[config.mk]
export PLATFORM = sky130hd
export DESIGN_NAME = grade_sched
export DESIGN_NICKNAME = d
export VERILOG_FILES = /design/src/rtl/grade_sched.sv
export SDC_FILE = /design/constraint.sdc
export NUM_CORES = 1
export LEC_CHECK = 0
export CAP_MARGIN = 15
export CORE_AREA = 3 3 324 326
export DETAILED_ROUTE_END_ITERATION = 8
export DIE_AREA = 0 0 327 329
export PLACE_DENSITY = 0.33
export SLEW_MARGIN = 25
export SYNTH_ARGS = -nofsm -noshare
export SYNTH_HDL_FRONTEND = slang
export SYNTH_SLANG_ARGS = --single-unit
[constraint.sdc]
create_clock -name ap_clk -period 2.3 [get_ports ap_clk]
set_input_delay 0.575 -clock ap_clk [delete_from_list [all_inputs] [get_ports ap_clk]]
set_output_delay 0.575 -clock ap_clk [all_outputs]
set_load 0.02 [all_outputs]
[src/rtl/grade_sched.sv]
// Round-robin scheduler that shares one ap_ctrl_hs grade core between NREQ
// requesters, returning tagged 8-bit grades and aborting hung jobs by watchdog.
module grade_sched #(
    parameter int unsigned NREQ    = 4,
    parameter int unsigned IDW     = 2,
    parameter int unsigned TIMEOUT = 1023
) (
    input  logic                 ap_clk,
    input  logic                 ap_rst_n,
    input  logic [NREQ-1:0]      req_valid,
    output logic [NREQ-1:0]      req_ready,
    input  logic [NREQ*32-1:0]   req_p,
    input  logic [NREQ*32-1:0]   req_b,
    input  logic [NREQ*32-1:0]   req_c,
    input  logic [NREQ*32-1:0]   req_m,
    input  logic [NREQ*32-1:0]   req_cs,
    output logic                 rsp_valid,
    input  logic                 rsp_ready,
    output logic [IDW-1:0]       rsp_id,
    output logic [7:0]           rsp_data,
    output logic                 rsp_timeout,
    output logic                 core_start,
    input  logic                 core_ready,
    input  logic                 core_done,
    input  logic                 core_idle,
    output logic [31:0]          core_p,
    output logic [31:0]          core_b,
    output logic [31:0]          core_c,
    output logic [31:0]          core_m,
    output logic [31:0]          core_cs,
    input  logic [7:0]           core_return,
    output logic                 busy
);
    localparam int unsigned WDW = $clog2(TIMEOUT + 1);

    typedef enum logic [2:0] {IDLE, START, WAIT, RESP, DRAIN} state_t;

    state_t          r_state;
    state_t          w_next;
    logic [IDW-1:0]  r_last;
    logic [WDW-1:0]  r_wdog;
    logic [IDW-1:0]  r_rsp_id;
    logic [7:0]      r_rsp_data;
    logic            r_rsp_timeout;
    logic [31:0]     r_core_p, r_core_b, r_core_c, r_core_m, r_core_cs;

    logic            w_any;
    logic [IDW-1:0]  w_gnt;
    int unsigned     w_idx;
    logic [31:0]     w_p, w_b, w_c, w_m, w_cs;
    logic            w_grant;
    logic            w_done_ok;
    logic            w_abort;
    logic            w_wd_hit;

    // Search starts one past the previous grant and wraps, giving round-robin fairness.
    always_comb begin
        w_any = 1'b0;
        w_gnt = '0;
        w_idx = 0;
        for (int unsigned k = 1; k <= NREQ; k++) begin
            w_idx = 32'(r_last) + k;
            if (w_idx >= NREQ) w_idx = w_idx - NREQ;
            if (!w_any && req_valid[w_idx[IDW-1:0]]) begin
                w_any = 1'b1;
                w_gnt = w_idx[IDW-1:0];
            end
        end
    end

    always_comb begin
        w_p  = '0;
        w_b  = '0;
        w_c  = '0;
        w_m  = '0;
        w_cs = '0;
        for (int unsigned k = 0; k < NREQ; k++) begin
            if (w_gnt == IDW'(k)) begin
                w_p  = req_p[32*k +: 32];
                w_b  = req_b[32*k +: 32];
                w_c  = req_c[32*k +: 32];
                w_m  = req_m[32*k +: 32];
                w_cs = req_cs[32*k +: 32];
            end
        end
    end

    assign w_grant  = (r_state == IDLE) && w_any;
    assign w_wd_hit = (r_wdog == WDW'(TIMEOUT - 1));

    always_comb begin
        req_ready = '0;
        if (w_grant) req_ready[w_gnt] = 1'b1;
    end

    always_ff @(posedge ap_clk) begin
        if (!ap_rst_n) r_state <= IDLE;
        else           r_state <= w_next;
    end

    // core_done is tested before the watchdog so a completion on the final cycle wins.
    always_comb begin
        w_next     = r_state;
        core_start = 1'b0;
        rsp_valid  = 1'b0;
        busy       = (r_state != IDLE);
        w_done_ok  = 1'b0;
        w_abort    = 1'b0;
        case (r_state)
            IDLE: if (w_any) w_next = START;
            START: begin
                core_start = 1'b1;
                if (core_done) begin
                    w_next    = RESP;
                    w_done_ok = 1'b1;
                end else if (w_wd_hit) begin
                    w_next  = RESP;
                    w_abort = 1'b1;
                end else if (core_ready) begin
                    w_next = WAIT;
                end
            end
            WAIT: begin
                if (core_done) begin
                    w_next    = RESP;
                    w_done_ok = 1'b1;
                end else if (w_wd_hit) begin
                    w_next  = RESP;
                    w_abort = 1'b1;
                end
            end
            RESP: begin
                rsp_valid = 1'b1;
                if (rsp_ready) w_next = (r_rsp_timeout && !core_idle) ? DRAIN : IDLE;
            end
            DRAIN: if (core_idle) w_next = IDLE;
            default: w_next = IDLE;
        endcase
    end

    always_ff @(posedge ap_clk) begin
        if (!ap_rst_n) begin
            r_last        <= IDW'(NREQ - 1);
            r_wdog        <= '0;
            r_rsp_id      <= '0;
            r_rsp_data    <= '0;
            r_rsp_timeout <= 1'b0;
            r_core_p      <= '0;
            r_core_b      <= '0;
            r_core_c      <= '0;
            r_core_m      <= '0;
            r_core_cs     <= '0;
        end else begin
            if (w_grant) begin
                r_last    <= w_gnt;
                r_rsp_id  <= w_gnt;
                r_core_p  <= w_p;
                r_core_b  <= w_b;
                r_core_c  <= w_c;
                r_core_m  <= w_m;
                r_core_cs <= w_cs;
            end
            if (r_state == START || r_state == WAIT) begin
                if (r_wdog != WDW'(TIMEOUT)) r_wdog <= r_wdog + 1'b1;
            end else if (r_state == RESP && rsp_ready) begin
                r_wdog <= '0;
            end
            if (w_done_ok) begin
                r_rsp_data    <= core_return;
                r_rsp_timeout <= 1'b0;
            end else if (w_abort) begin
                r_rsp_data    <= '0;
                r_rsp_timeout <= 1'b1;
            end
        end
    end

    assign rsp_id      = r_rsp_id;
    assign rsp_data    = r_rsp_data;
    assign rsp_timeout = r_rsp_timeout;
    assign core_p      = r_core_p;
    assign core_b      = r_core_b;
    assign core_c      = r_core_c;
    assign core_m      = r_core_m;
    assign core_cs     = r_core_cs;

endmodule

# [Word-level counts from Yosys, hierarchy flattened]
# Cells that the tools add are included.
[totals] reg_bits=186 out_inout_bits=178
[classes] n_addsub=9 n_lt_le_gt_ge=10 eq_ne=15 n_mux=65 bitwise_logic=1 n_reduce_logical=21
[ops] cell="$mux W32" n=20
[ops] cell="$mux W10" n=3
[ops] cell="$mux W3" n=9
[ops] cell="$mux W1" n=16
[ops] cell="$mux W2" n=8
[ops] cell="$mux W8" n=2
[ops] cell="$lt A2 B3 Y1 const B" n=5
[ops] cell="$pmux W3 S5" n=1
[ops] cell="$add A10 B1 Y10 const B" n=1
[ops] cell="$eq A10 B10 Y1 const B" n=1
[ops] cell="$ne A10 B10 Y1 const B" n=1
[ops] cell="$ge A3 B3 Y1 const B" n=3
[ops] cell="$bmux W1 S2" n=4
[ops] cell="$sub A2 B1 Y2 const B" n=4
[ops] cell="$logic_and A1 B1 Y1" n=7
[ops] cell="$add A2 B2 Y3 const B" n=2
[ops] cell="$eq A3 B2 Y1 const B" n=2
[ops] cell="$ne A2 B2 Y1 const B" n=3
[ops] cell="$reduce_and A5 Y1" n=1
[ops] cell="$add A2 B3 Y4 const B" n=1
[ops] cell="$eq A2 B2 Y1 const B" n=2
[ops] cell="$ge A4 B3 Y1 const B" n=1
[ops] cell="$logic_not A1 Y1" n=4
[ops] cell="$mux W4" n=1
[ops] cell="other kinds (17)" n=19

# [Depth between registers and ports, before layout]
# Gate-level depths: netlist of the first run.
[logic_depth] word_depth=20 depth_mapped=8

# [Least setup slack after synthesis of the first run]
# No wires, ideal clock.
[synth_path] kind="input to output" from="input req_valid[3]" to="output req_ready[1]" arrival_time_ps=1967 required_time_ps=1725 setup_slack_ps=-242 cell_stages=6 n_path_buf=2 path_cell_list="nor2b_1 o21ai_1 and3_1 buf_2 clkbuf_1 nor3_1"
[synth_between] elab_chain_len=17 word_cells_on_any_way=29
[synth_rtl] element="start, declared" line="10" rtl="input logic [NREQ-1:0] req_valid,"
[synth_rtl] element="$bmux W1 S2" line="64" rtl="if (!w_any && req_valid[w_idx[IDW-1:0]]) begin"
[synth_rtl] element="$mux W1 (implied by the code)" line="64"
[synth_rtl] element="$mux W1" line="64"
[synth_rtl] element="$logic_not A1 Y1" line="64"
[synth_rtl] element="$logic_and A1 B1 Y1" line="64"
[synth_rtl] element="$mux W1" line="64"
[synth_rtl] element="$logic_not A1 Y1" line="64"
[synth_rtl] element="$logic_and A1 B1 Y1" line="64"
[synth_rtl] element="$mux W1" line="64"
[synth_rtl] element="$logic_not A1 Y1" line="64"
[synth_rtl] element="$logic_and A1 B1 Y1" line="64"
[synth_rtl] element="$mux W2" line="64"
[synth_rtl] element="$lt A2 B3 Y1 (implied by the code) / $ge A2 B1 Y1 (equally long branches)" line="93" rtl="if (w_grant) req_ready[w_gnt] = 1'b1;"
[synth_rtl] element="$logic_and A1 B1 Y1 (implied by the code)" line="93"
[synth_rtl] element="$mux W1 (implied by the code)" line="93"
[synth_rtl] element="$demux W1 S2" line="93"
[synth_rtl] element="$mux W4 (*)" line="93"
[synth_rtl] element="end, declared" line="11" rtl="output logic [NREQ-1:0] req_ready,"
# Every way passes the cells marked *; elsewhere a longest branch is shown, timed or not. The select of a mux whose other input is x is not followed.

# [Final worst setup path of the first run]
[layout_path] from="input req_valid[3]" to="output req_ready[0]"
# The elaborated chain is that of the path after synthesis.

==> key figures, run 1 <==
STA
  – Relative slew slack: 52.8%
  – Slew at the pin closest to its max-slew limit: 707 ps
  – Hold WS: 437 ps
  – Setup WS post-layout: -151 ps
  – F_max: 408 MHz
  – Final setup violation count: 12
  – Min Tclk post-route: 2450 ps
  – Clk_skew: 12.7 ps
  – Crit share post-route: 107%
  – Hold Vio Cnt, Final: 0
  – Max-slew violations: 0
  – RSZ-0062 raised after global routing: true

Critical path
  – R2r setup slk: -40 ps
  – Slowest-stage cell, CP: dlygate4sd2_1
  – Reg2reg start: r_last[0]
  – FF-to-FF End: core_cs[5]
  – CP required: 1730 ps
  – Depth of the most critical reg-to-reg path: 8
  – Crit-path cells: dlygate4sd2_1 -> nor2b_2 -> buf_4 -> o211a_4 -> nor3_4 -> buf_6 -> buf_4
  – Crit-path max cell delay: 280 ps
  – Critical Path Start Type: input port
  – Family with the most delay on the worst path: buffers and inverters
  – Max Fanout on Critical Path: 5
  – Critical Path AT: 1880 ps
  – Crit Path Class: in -> out
  – Endpoint type of the worst setup path: output pin
  – Most frequent CP cell: buf_4
  – Worst path buffer plus inverter count: 4

Routing
  – Avg WL per Cell: 21.7 um
  – Via density: 3.93
  – DR iter-0 viols: 633
  – Pre-Repair DR Iteration Count: 5
  – DRC: 0
  – Final WL: 79400 um
  – Antenna Violating Nets Remaining: 0
  – Vias: 14400

CTS
  – Root Driver: clkbuf_16
  – Max Buffers Root-to-Sink: 2
  – Sink Count: 186
  – Clock transition at path regs: 80 ps
  – CTS Buf Count: 17
  – H-tree depth: 4
  – Worst-Skew Late Latency: 510 ps
  – CTS tree: done

Global route
  – Initial antenna violation count: 21
  – First-pass GRT wire length: 110000 um
  – Vias in the first global route: 15500
  – Pin count of the biggest net entering global routing: 98
  – Total gr overflow: 0
  – Gr usage total: 14.0%

Layout
  – Share of layout cells above drive strength 1: 7.92%
  – Layout area overhead: 105%
  – Nets: 2920

Floorplan
  – Rows: 117
  – Die Y: 329 um
  – Starting Density: 10.7%
  – Die footprint: 108000 um^2
  – Core area: 102000 um^2
  – Die width: 327 um
  – # IOs: 836

Placed design
  – Worst slack at placement: -948 ps
  – Number of I/O port buffers: 835
  – RD Place Congestion: 0.824
  – Hpwl dp: 61100 um

Run status
  – Status: complete, but fails checks
  – Failing checks: negative setup slack

Yosys
  – Yosys warning count: 0
  – Synth Cell Area: 10900 um^2
  – Sequential fraction of the synthesis area: 34.1%
  – Syn Inst Count: 1444
  – Count of cell types in the netlist: 53
  – Seq cells post-synth: 186
  – Syn_area_per_cell: 7.55 um^2
  – Syn nets: 2104
  – Ys async rst share: 0%
  – Leading register cell type out of synthesis: dfxtp_1
  – Post-synth EDFFs: 0

Pwr
  – Leakage power: 8.35 nW
  – Pwr dens: 1030 nW/um^2
  – Peak supply drop: 0.693 mV
  – Post-layout total power: 23.1 mW

Worst hold path
  – Min-delay src: ap_rst_n
  – Cells on Worst Hold Path: 3
  – WHS Endpoint: core_m[22]
  – HP Class: in -> reg

Run
  – Max Cap Viol: 0
==> routing by layer <==
metal | share of wire (%) | global-route usage (%) | wire length, um | vias to the layer above
li1 | - | - | - | 6872
met1 | 38 | 14.7 | 29800 | 6875
met2 | 52 | 25.8 | 41400 | 556
met3 | 7.9 | 5.18 | 6310 | 70
met4 | 2.2 | 4.61 | 1780 | 10
met5 | 0.10 | 0 | 80 | -
==> cell type report <==
type	count	area (um^2)
well taps	1368	1710
diodes	16	40.0
inverters	3	11.3
clock buffers	19	443
fillers	11400	79700
clock inverters	13	145
flip-flops and latches	186	3720
multi-input cells	1111	6720
repair buffers	941	9530
==> repair_timing <==
| action | in CTS | in global routing |
|---|---|---|
| endpoints found under the setup margin | 111 | 21 |
| buffers inserted | 3 | 3 |
| gates cloned | 0 | 2 |
| pin swaps | 2 | 1 |
| resized for setup | 42 | 16 |
| hold buffers | 0 | 0 |
==> cell usage in the layout (no fill, tap or decap), types with 4 or more instances in the layout <==
cell               n
clkdlybuf4s50_1  818
nand2_1          269
a21oi_1          191
dfxtp_1          185
and3_1           133
o21ai_0          102
a22oi_1           96
mux2_1            87
buf_4             77
nand3_1           70
o31ai_1           65
buf_12            22
clkbuf_16         19
diode_2           16
nor2_1            13
dlygate4sd2_1      9
a22o_1             8
mux2_2             8
xor2_1             5
nand2b_1           4
clkinv_4           4
buf_6              4
buf_16             4
==> worst max path at each step <==
stage | start | slack [ps] | cells after the start | to
2_1_floorplan | req_valid[1] | -20 | 5 | req_ready[0]
3_3_place_gp | req_valid[3] | -930 | 8 | core_c[10]
3_5_place_dp | req_valid[1] | -950 | 6 | req_ready[0]
4_1_cts | r_last[0] | -240 | 5 | req_ready[0]
5_1_grt | r_last[0] | -210 | 5 | req_ready[0]
6_report | req_valid[3] | -150 | 7 | req_ready[0]
==> cell usage after synthesis (all sizes together), types with 2 or more instances <==
cell type | instances | area [um^2]
xor2 | 5 | 43.8
a22oi | 96 | 721
nand2 | 271 | 1020
or3 | 2 | 12.5
buf | 56 | 282
nand3 | 71 | 355
o21ai | 106 | 531
o31ai | 65 | 488
a21boi | 2 | 15.0
inv | 3 | 11.3
or3b | 2 | 17.5
and3 | 134 | 838
nand4 | 2 | 12.5
a21oi | 194 | 971
and4 | 2 | 17.5
o2111ai | 2 | 17.5
a31oi | 3 | 25.0
mux2 | 95 | 1070
a22o | 8 | 70.1
dfxtp | 186 | 3720
nor2 | 16 | 67.6
clkbuf | 88 | 330
and2 | 2 | 12.5
ha | 2 | 25.0
nor3 | 7 | 40.0
nand2b | 5 | 31.3
nor2b | 4 | 25.0
==> cell families after synthesis <==
logic type | Yosys count | share of synthesized area [%]
AOI/OAI and AO/OA | 484 | 26.8
xor gates and xnor gates | 6 | 0.482
adders and majority gates | 2 | 0.229
buffers and inverters | 147 | 5.71
DFF | 186 | 34.1
muxes | 95 | 9.81
and+or+nand+nor | 524 | 22.9
==> flip-flops by register name, summed over array words and instances (netlist names), 2 cells and up <==
| name | count |
|---|---|
| r_wdog | 10 |
| core_b | 32 |
| core_cs | 32 |
| r_state | 3 |
| core_c | 32 |
| core_m | 32 |
| rsp_id | 2 |
| rsp_data | 8 |
| r_last | 2 |
| core_p | 32 |
==> through the flow <==
stage / setup TNS (ps) / area [um^2] / std cells / utilization (%)
2_1_floorplan: -50.7 / 10900 / 1444 / -
3_3_place_gp: -101550 / 21500 / 3601 / 21.1
3_5_place_dp: -100750 / 21500 / 3601 / 21.1
4_1_cts: -613 / 22100 / 3636 / 21.7
5_1_grt: -2300 / 22300 / 3653 / 21.9
6_report: -678 / 22300 / 3657 / 21.9
==> worst register-to-register path, cell delays in order, from the launching register on <==
cell and delay, ps:
dfxtp_2 360, nor2b_2 190, buf_4 140, o211a_4 220
buf_4 310, buf_16 240, mux2_1 510, a21oi_1 180
a21oi_1 90
==> where the power goes <==
| group | switching (mW) | internal [mW] | total [mW] |
|---|---|---|---|
| Combinational | 8.16 | 6.33 | 14.5 |
| Sequential | 0.766 | 4.53 | 5.29 |
| Clock | 1.66 | 1.64 | 3.30 |
| Total | 10.6 | 12.5 | 23.1 |
No activity file was read; power rests on OpenSTA's default activity.
==> inputs of run 2 (changes only) <==
PLACE_DENSITY = 0.32   (was 0.33)
clock period = 2.9 ns   (was 2.3 ns; I/O delays follow)
==> key figures, run 2 (same netlist as run 1, synthesis figures left out) <==
Run status
  – Status: completed

Critical path
  – CP required: 2170 ps
  – Crit Path Class: in -> out
  – Endpoint type of the worst setup path: output pin
  – Critical Path AT: 2110 ps
  – Critical Path Start Type: input port
  – Max Fanout on Critical Path: 4

Floorplan
  – Rows: 117
  – # IOs: 836
  – Die width: 327 um
  – Die Y: 329 um
  – Starting Density: 10.7%
  – Core area: 102000 um^2
  – Die footprint: 108000 um^2

CTS
  – Hold Buf Count CTS: 0
  – Worst-Skew Late Latency: 500 ps
  – Max Buffers Root-to-Sink: 2
  – CTS Buf Count: 17
  – Sink Count: 186
  – Clock transition at path regs: 90 ps
  – Root Driver: clkbuf_16
  – H-tree depth: 4
  – CTS tree: done

Layout
  – Layout area overhead: 102%
  – # fillers: 11400
  – Most frequent cells in the layout: clkdlybuf4s50_1 (826), nand2_1 (269), a21oi_1 (194), dfxtp_1 (186), and3_1 (133)
  – Nets: 2906
  – Most common cell after layout, fill and taps aside: clkdlybuf4s50_1
  – Share of layout cells above drive strength 1: 7.04%

Global route
  – Pin count of the biggest net entering global routing: 104
  – Vias in the first global route: 15100
  – Total gr overflow: 0
  – Gr usage total: 14.3%
  – First-pass GRT wire length: 112000 um
  – Initial antenna violation count: 28

STA
  – Hold WS: 467 ps
  – Slew at the pin closest to its max-slew limit: 945 ps
  – Clk_skew: 16.7 ps
  – Min Tclk post-route: 2830 ps
  – F_max: 353 MHz
  – Final setup violation count: 0
  – Max-slew violations: 0
  – Setup WS post-layout: 69.7 ps
  – Relative slew slack: 37.0%
  – Setup TNS: 0 ps
  – Hold Vio Cnt, Final: 0
  – Crit share post-route: 97.6%
  – RSZ-0062 raised after global routing: false

Routing
  – Antenna Violating Nets Remaining: 0
  – DR iter-0 viols: 631
  – Avg WL per Cell: 22.1 um
  – DRC: 0
  – Pre-Repair DR Iteration Count: 4
  – Via density: 3.95
  – Final WL: 80500 um
  – Vias: 14400

Worst hold path
  – HP Class: reg -> reg

Placed design
  – RD Place Congestion: 0.804
  – Worst slack at placement: -1120 ps
  – Hpwl dp: 62300 um
  – Number of I/O port buffers: 835

Pwr
  – Peak supply drop: 0.565 mV
  – Pwr dens: 815 nW/um^2
  – Leakage power: 8.20 nW
  – Post-layout total power: 17.9 mW

Run
  – Max Cap Viol: 0
==> run 2: layer usage <==
layer | vias up | part of all wire [%] | track usage [%]
met2 | 526 | 51 | 25.4
met3 | 70 | 8.3 | 5.63
met1 | 6913 | 39 | 15.8
met5 | - | 0.16 | 0
li1 | 6846 | - | -
met4 | 18 | 1.5 | 3.75
==> run 2: worst max-delay path: stages <==
cell,delay (ps)
dlygate4sd2_1,270
or2_4,270
buf_4,150
o211a_4,180
buf_12,140
nor3_4,160
buf_2,210
==> run 2: area by class of cell <==
type,instances,area (um^2),area share [%]
Antenna cell,15,37.5,0.171
Clock buffer,17,425,1.93
Clock inverter,15,153,0.694
Inverter,3,11.3,0.0512
Multi-Input combinational cell,1111,6690,30.4
Sequential cell,186,3720,16.9
Tap cell,1368,1710,7.78
Timing Repair Buffer,927,9250,42.1
==> run 2: timing repair <==
action / in CTS / in global routing
gates resized for setup: 38 / 5
endpoints found under the setup margin: 4 / 2
hold endpoints to repair: 0 / 0
buffers inserted: 1 / 2
pin swaps: 3 / 3
==> run 2: power by group <==
group          leakage [nW]  internal [mW]  switching, mW
sequential             1.54           3.59          0.602
clock                 0.289           1.22           1.38
combinational          6.37           4.84           6.30
==> run 2: metrics by stage <==
step	cell area [um^2]	utilization [%]	std cells
after floorplan	10900	-	1444
after global placement	21300	20.9	3592
after detailed placement	21300	20.9	3592
after CTS	22000	21.5	3625
after global routing	22000	21.6	3637
final	22000	21.6	3642
==> run 2: final timing paths <==
kind,startpoint,end,slack [ps],cells after the start
hold reg to reg,core_c[17],core_c[17],470,2
hold / removal,core_c[17],core_c[17],470,2
setup / recovery,req_valid[2],req_ready[0],70,7
setup reg to reg,r_last[1],core_p[24],380,7
